<file path="src/rtl/breakout_pkg.sv">
// breakout_pkg: shared Breakout screen/brick geometry, row colours and brick indexing.
package breakout_pkg;
  localparam int SCREEN_W = 640;
  localparam int SCREEN_H = 480;
  localparam int BLOCK_WIDTH = 80;
  localparam int BLOCK_HEIGHT = 30;
  localparam int FIRST_COL_X = 40;
  localparam int COL_PITCH = 120;
  localparam int FIRST_ROW_Y = 40;
  localparam int ROW_PITCH = 50;
  localparam int NUM_BRICKS = 25;
  localparam int NUM_COLS = 5;
  localparam int NUM_ROWS = 5;
  localparam logic [7:0] ROW0_COLOR = 8'hE0;
  localparam logic [7:0] ROW1_COLOR = 8'hEC;
  localparam logic [7:0] ROW2_COLOR = 8'hFC;
  localparam logic [7:0] ROW3_COLOR = 8'h1C;
  localparam logic [7:0] ROW4_COLOR = 8'h03;
  typedef enum logic {PLAY, CLEARED} field_state_t;
  function automatic logic [4:0] brick_index(input int r, input int c);
    return 5'(r * NUM_COLS + c);
  endfunction
  function automatic logic [7:0] row_color(input int r);
    return r == 0 ? ROW0_COLOR : r == 1 ? ROW1_COLOR : r == 2 ? ROW2_COLOR :
           r == 3 ? ROW3_COLOR : ROW4_COLOR;
  endfunction
endpackage

</file>
<file path="src/rtl/brick_hit_decode.sv">
// brick_hit_decode: pixel stage 1, registers one-hot row/col hits and the in-brick flag.
module brick_hit_decode
  import breakout_pkg::*;
#(
  parameter int BLOCK_WIDTH  = 80,
  parameter int BLOCK_HEIGHT = 30,
  parameter int FIRST_COL_X  = 40,
  parameter int COL_PITCH    = 120,
  parameter int FIRST_ROW_Y  = 40,
  parameter int ROW_PITCH    = 50
) (
  input  logic       clk,
  input  logic       reset,
  input  logic [9:0] pixel_x,
  input  logic [9:0] pixel_y,
  output logic [4:0] row_hit,
  output logic [4:0] col_hit,
  output logic       in_brick
);
  logic [4:0] row_d, col_d;
  // 11-bit bounds keep the upper edge of the last column from wrapping
  for (genvar i = 0; i < NUM_COLS; i++) begin : g_col
    localparam logic [10:0] LO = 11'(FIRST_COL_X + i * COL_PITCH);
    assign col_d[i] = {1'b0, pixel_x} >= LO && {1'b0, pixel_x} < LO + 11'(BLOCK_WIDTH);
  end
  for (genvar i = 0; i < NUM_ROWS; i++) begin : g_row
    localparam logic [10:0] LO = 11'(FIRST_ROW_Y + i * ROW_PITCH);
    assign row_d[i] = {1'b0, pixel_y} >= LO && {1'b0, pixel_y} < LO + 11'(BLOCK_HEIGHT);
  end
  always_ff @(posedge clk) begin
    if (reset) begin
      row_hit  <= '0;
      col_hit  <= '0;
      in_brick <= 1'b0;
    end else begin
      row_hit  <= row_d;
      col_hit  <= col_d;
      in_brick <= |row_d && |col_d;
    end
  end
endmodule

</file>
<file path="src/rtl/brick_field.sv">
// brick_field: Breakout wall mask, brick count, row-weighted score, level-clear FSM
// and the 2-stage brick pixel query pipeline.
module brick_field
  import breakout_pkg::*;
#(
  parameter int BLOCK_WIDTH  = 80,
  parameter int BLOCK_HEIGHT = 30,
  parameter int FIRST_COL_X  = 40,
  parameter int COL_PITCH    = 120,
  parameter int FIRST_ROW_Y  = 40,
  parameter int ROW_PITCH    = 50
) (
  input  logic       clk,
  input  logic       reset,
  input  logic       erase_enable,
  input  logic [5:0] e_pos,
  input  logic [9:0] pixel_x,
  input  logic [9:0] pixel_y,
  output logic       brick_on,
  output logic [7:0] brick_color,
  output logic [4:0] bricks_left,
  output logic [6:0] score,
  output logic       level_clear
);
  field_state_t state, state_d;
  logic [NUM_BRICKS-1:0] active, hit_mask;
  logic [4:0] row_hit, col_hit;
  logic in_brick, erase_ok, on_d;
  logic [5:0] e_row;
  logic [7:0] color_d;
  brick_hit_decode #(
    .BLOCK_WIDTH(BLOCK_WIDTH), .BLOCK_HEIGHT(BLOCK_HEIGHT), .FIRST_COL_X(FIRST_COL_X),
    .COL_PITCH(COL_PITCH), .FIRST_ROW_Y(FIRST_ROW_Y), .ROW_PITCH(ROW_PITCH)
  ) u_decode (
    .clk(clk), .reset(reset), .pixel_x(pixel_x), .pixel_y(pixel_y),
    .row_hit(row_hit), .col_hit(col_hit), .in_brick(in_brick)
  );
  assign e_row = e_pos / 6'd5;
  assign erase_ok = state == PLAY && erase_enable && e_pos <= 6'd24 && active[e_pos[4:0]];
  assign level_clear = state == CLEARED;
  always_comb state_d = (erase_ok && bricks_left == 5'd1) ? CLEARED : state;
  always_ff @(posedge clk) begin
    if (reset) state <= PLAY;
    else state <= state_d;
  end
  // Row r is worth 5-r points, so a full clear totals exactly 75
  always_ff @(posedge clk) begin
    if (reset) begin
      active      <= '1;
      bricks_left <= 5'(NUM_BRICKS);
      score       <= '0;
    end else if (erase_ok) begin
      active[e_pos[4:0]] <= 1'b0;
      bricks_left        <= bricks_left - 5'd1;
      score              <= score + 7'(6'd5 - e_row);
    end
  end
  always_comb begin
    hit_mask = '0;
    color_d  = '0;
    for (int r = 0; r < NUM_ROWS; r++) begin
      if (row_hit[r]) color_d = row_color(r);
      for (int c = 0; c < NUM_COLS; c++) hit_mask[brick_index(r, c)] = row_hit[r] & col_hit[c];
    end
  end
  assign on_d = in_brick && |(hit_mask & active);
  always_ff @(posedge clk) begin
    if (reset) begin
      brick_on    <= 1'b0;
      brick_color <= '0;
    end else begin
      brick_on    <= on_d;
      brick_color <= on_d ? color_d : 8'h00;
    end
  end
endmodule

</file>
<file path="config.mk">
export PLATFORM = sky130hd
export DESIGN_NAME = brick_field
export DESIGN_NICKNAME = d
export VERILOG_FILES = /design/src/rtl/breakout_pkg.sv /design/src/rtl/brick_hit_decode.sv /design/src/rtl/brick_field.sv
export SDC_FILE = /design/constraint.sdc
export NUM_CORES = 1
export LEC_CHECK = 0
export ABC_AREA = 0
export CAP_MARGIN = 20
export CORE_UTILIZATION = 53
export CTS_BUF_LIST = sky130_fd_sc_hd__clkbuf_4 sky130_fd_sc_hd__clkbuf_8 sky130_fd_sc_hd__clkbuf_16
export CTS_CLUSTER_SIZE = 16
export DETAILED_ROUTE_END_ITERATION = 7
export GPL_ROUTABILITY_DRIVEN = 0
export GPL_TIMING_DRIVEN = 1
export PLACE_DENSITY = 0.85
export SLEW_MARGIN = 15
export SYNTH_ARGS = -nofsm -noshare
export SYNTH_HDL_FRONTEND = slang
export SYNTH_SLANG_ARGS = --single-unit
</file>
<file path="constraint.sdc">
create_clock -name clk -period 5.4 [get_ports clk]
set_input_delay 1.08 -clock clk [delete_from_list [all_inputs] [get_ports clk]]
set_output_delay 1.08 -clock clk [all_outputs]
set_load 0.005 [all_outputs]
</file>
==> results summary, run 1 <==
The type of the most critical hold path is reg2reg. Setup repair after global routing left no endpoint under its margin. In this run the worst setup path begins at e_pos[3]. The number of DRC markers after the initial detailed-route iteration came out at 277. The top cell types in the final layout, fill and taps aside, are sky130_fd_sc_hd__dfxtp_1, sky130_fd_sc_hd__clkdlybuf4s50_1, sky130_fd_sc_hd__nand2_1.

The total power density per cell area came out at ~240 nW/um^2. The total number of nets in the final design came out at 448. The worst register-to-register path begins at active[15]. The switching part of the total power is 0.293.

In this run the worst path has a maximum fanout of 7. The share of final-layout standard cells stronger than drive strength 1 is 0.0645. Buffers added to address setup during post-CTS repair amount to 0.

The final global-route overflow total is 0. In this run the critical register-to-register path is captured at active[12]. The post-synth net total is 403. The setup skew after layout is 5.31 ps. After clock tree synthesis, the clock-pin slew on the worst setup and hold paths is 100 ps. The placeable core region is 5540 um^2. For the pin with the worst max-slew slack, the measured transition is 734 ps. TritonCTS built the clock tree.

The share of the Yosys chip area taken by registers is 0.355. The startpoint type of the worst setup path is an input pin. The async set-or-reset flop fraction in the synthesized netlist is 0.

The number of antenna repair diodes came out at 0. The overall power after layout is 0.868 mW. The number of cells traversed by the worst hold path is 2. The number of max-slew violations in the final report came out at 0. The number of buffers inserted by port buffering came out at 49. The final-layout worst hold slack came out at between 400 and 500 ps.

The highest clock frequency the design can meet is 0.206 GHz. The routed wire length came out at 7070 um. Counting every instance in the synthesized netlist gives between 300 and 400. The placed wire-length estimate is 5240 um. The tool flagged a number of max-cap violations equal to 0.

The effective utilization at floorplan is 0.550. The number of setup violations in the final report is 0. The die is 77.8 um wide. The die is 77.8 um tall.

The deepest level of the CTS H-tree is 2. The worst-case setup margin in the final layout came out at 555 ps. The via total after detailed routing is around 2800.

The internal portion of total power is 0.613 mW. The post-place setup slack is 272 ps. The run finished with clean final reports. The net switching power is 0.255 mW.

The power share of the clock group is 0.276. The worst-case vdd ir drop came out at 0.000168 V. Buffers inserted to repair hold after CTS numbered 0. The post-cts sizing count is 0.

The number of antenna violations at the first check in global routing is 0. The die covers slightly above 6000 um^2. After routing the design area is 3670 um^2. The most critical setup path has its endpoint at score[6]. The number of synthesized flops with an enable pin came out at 0.

The average routed wire per standard cell is 14.9 um. The post-synthesis sequential element count is 54. The clock insertion delay at the later pin of the skew report came out at 310 ps.

The number of global-route vias before repair is 2637. The analysis attributes to cell leakage a power of between 1 and 1.5 nW. The post-detailed-placement cell area came out at 3570 um^2. The post-synthesis instance area is 3050 um^2. Of the total power, registers draw 0.485. The time the worst path needs with I/O delays and setup came out at around 4800 ps. The clock tree buffer depth is 2. The data arrival at the endpoint of the critical path is 5080 ps. The post-route antenna net violation count came out at 0. The cell row count is 27. The top flip-flop cell by instance count after synthesis is sky130_fd_sc_hd__dfxtp_1. The count of clock tree sinks came out at 54. The count of TritonRoute iterations in the first routing pass is 5. The worst setup path is of the in2reg kind. The library cell used as clock root buffer is sky130_fd_sc_hd__clkbuf_8. Dividing the synthesized area by the synthesized cell count gives between 8 and 9 um^2. The total track usage came out at 0.246. The number of filler instances in the final layout is roughly 480. For the worst setup path, the data required time is 5640 ps. 51 I/O pins were placed. The max-slew headroom at the worst pin is 0.509. The startpoint identified for the worst hold timing path is active[3]. The number of hold violations in the final report came out at 0. Dividing the final minimum period by the clock period gives 0.897.

The pin count of the biggest net entering global routing is 31. TritonCTS created 5 clock buffers. The share of power burned in combinational logic came out at 0.238.

During synthesis, Yosys emitted a total of 0 warnings. The global-route wire length before repair came out at ~12000 um. In the final timing run, aggregate negative setup slack is 0 ps. The sort of element at the end of the critical path is a flip-flop. The area growth from synthesis to layout came out at 20.4%. The post-synthesis cell type count came out at 61. The worst-case reg-to-reg path depth came out at 8. The slack of the worst reg-to-reg path came out at 2770 ps.

The post-route DRC violation count is 0. In the routed layout, each cell is associated on average with a via count of 5.96. Leaving out fill and tap cells, the most frequent cell in the layout is sky130_fd_sc_hd__dfxtp_1.
==> synthesized netlist by cell type (4+ instances only) <==
cell                         n  area (um^2)
sky130_fd_sc_hd__o21ai_0    13         65.1
sky130_fd_sc_hd__ha_1       16          200
sky130_fd_sc_hd__inv_1      27          101
sky130_fd_sc_hd__buf_4       6         45.0
sky130_fd_sc_hd__a31oi_1     4         25.0
sky130_fd_sc_hd__dfxtp_1    54         1080
sky130_fd_sc_hd__nor2b_1     5         31.3
sky130_fd_sc_hd__nand2b_1    5         31.3
sky130_fd_sc_hd__nand2_1    43          161
sky130_fd_sc_hd__clkbuf_1    7         26.3
sky130_fd_sc_hd__a222oi_1    5         50.1
sky130_fd_sc_hd__o31ai_1    26          195
sky130_fd_sc_hd__o2111ai_1   4         35.0
sky130_fd_sc_hd__nand3_1    10         50.1
sky130_fd_sc_hd__nor3_1     10         50.1
sky130_fd_sc_hd__xnor2_1     4         35.0
sky130_fd_sc_hd__a21oi_1    10         50.1
sky130_fd_sc_hd__a22o_1      4         35.0
sky130_fd_sc_hd__mux2i_1     9         90.1
sky130_fd_sc_hd__nor2_1     30          113
==> per-layer routing <==
metal	share of wire	routed length, um	global-route usage	up-vias
met5	0	0	0	-
met4	0.022	155	0.0925	0
met3	0.063	445	0.0576	20
met2	0.47	3340	0.408	111
met1	0.44	3130	0.309	1313
li1	-	-	-	1385
==> registers in the layout (all words and copies together), names as in the netlist <==
| register | count |
|---|---|
| active | 25 |
| brick_color | 4 |
| brick_on | 1 |
| bricks_left | 5 |
| level_clear | 1 |
| score | 7 |
| u_decode.col_hit | 5 |
| u_decode.in_brick | 1 |
| u_decode.row_hit | 5 |
==> critical path, cell delays in order <==
cell	delay, ps
sky130_fd_sc_hd__clkdlybuf4s50_1	530
sky130_fd_sc_hd__ha_1	320
sky130_fd_sc_hd__o31ai_1	460
sky130_fd_sc_hd__a21o_1	320
sky130_fd_sc_hd__xnor2_1	90
sky130_fd_sc_hd__a2111oi_0	460
sky130_fd_sc_hd__o21ai_1	170
sky130_fd_sc_hd__ha_1	220
sky130_fd_sc_hd__ha_1	210
sky130_fd_sc_hd__a21o_1	160
sky130_fd_sc_hd__a21oi_1	270
sky130_fd_sc_hd__o41ai_1	140
sky130_fd_sc_hd__or4_1	490
sky130_fd_sc_hd__a21oi_1	150
==> power groups by stage <==
| stage | combinational, mW | clock (mW) | sequential [mW] |
|---|---|---|---|
| 2_1_floorplan | 0.133 | 0 | 0.428 |
| 3_3_place_gp | 0.197 | 0 | 0.430 |
| 3_5_place_dp | 0.205 | 0 | 0.430 |
| 4_1_cts | 0.206 | 0.245 | 0.421 |
| 5_1_grt | 0.233 | 0.263 | 0.423 |
| 6_report | 0.207 | 0.240 | 0.421 |
==> logic make-up (layout without fill, tap and decap cells) <==
group                    count (synthesis)  after routing  share of synthesized area
adder cells (fa/ha/maj)                 18             18                     0.0755
buffers and inverters                   45             91                     0.0690
AND/OR/NAND/NOR                        126            126                      0.196
XOR/XNOR                                 6              6                     0.0172
AO/OA/AOI/OAI                           93             93                      0.223
flip-flops                              54             54                      0.355
multiplexers                            15             15                     0.0640
==> worst min-delay path by stage <==
stage / end
6_report: active[3]
5_1_grt: active[0]
4_1_cts: active[3]
3_5_place_dp: active[3]
3_3_place_gp: active[4]
2_1_floorplan: active[24]
==> final cells by class <==
class                   instances  area [um^2]  share of cell area
inverters                      27          101              0.0276
clock inverters                 2         16.3             0.00443
multi-input cells             258         1760               0.479
clock buffers                   6         82.6              0.0225
well taps                      72         90.1              0.0245
repair buffers                 56          543               0.148
flip-flops and latches         54         1080               0.294
==> per-stage QoR <==
stage                     instances  utilization
after detailed placement        467        0.645
after floorplan                 357            -
after CTS                       475        0.663
after global routing            475        0.663
final                           475        0.663
after global placement          467        0.645
No activity file was read; power rests on OpenSTA's default activity.
==> inputs of run 2 (changes only) <==
--- a/config.mk
+++ b/config.mk
@@ -6,7 +6,6 @@
 export NUM_CORES = 1
 export LEC_CHECK = 0
 export ABC_AREA = 0
-export CAP_MARGIN = 20
 export CORE_UTILIZATION = 53
 export CTS_BUF_LIST = sky130_fd_sc_hd__clkbuf_4 sky130_fd_sc_hd__clkbuf_8 sky130_fd_sc_hd__clkbuf_16
 export CTS_CLUSTER_SIZE = 16
==> results of run 2 <==
No change in the layout: final DEF, timing and power equal those of run 1.
==> inputs of run 3 (changes only) <==
--- a/config.mk
+++ b/config.mk
@@ -5,7 +5,6 @@
 export SDC_FILE = /design/constraint.sdc
 export NUM_CORES = 1
 export LEC_CHECK = 0
-export ABC_AREA = 0
 export CORE_UTILIZATION = 53
 export CTS_BUF_LIST = sky130_fd_sc_hd__clkbuf_4 sky130_fd_sc_hd__clkbuf_8 sky130_fd_sc_hd__clkbuf_16
 export CTS_CLUSTER_SIZE = 16
@@ -13,6 +12,7 @@
 export GPL_ROUTABILITY_DRIVEN = 0
 export GPL_TIMING_DRIVEN = 1
 export PLACE_DENSITY = 0.85
+export SKIP_CTS_REPAIR_TIMING = 1
 export SLEW_MARGIN = 15
 export SYNTH_ARGS = -nofsm -noshare
 export SYNTH_HDL_FRONTEND = slang
==> results of run 3 <==
No change in the layout: final DEF, timing and power equal those of run 1.
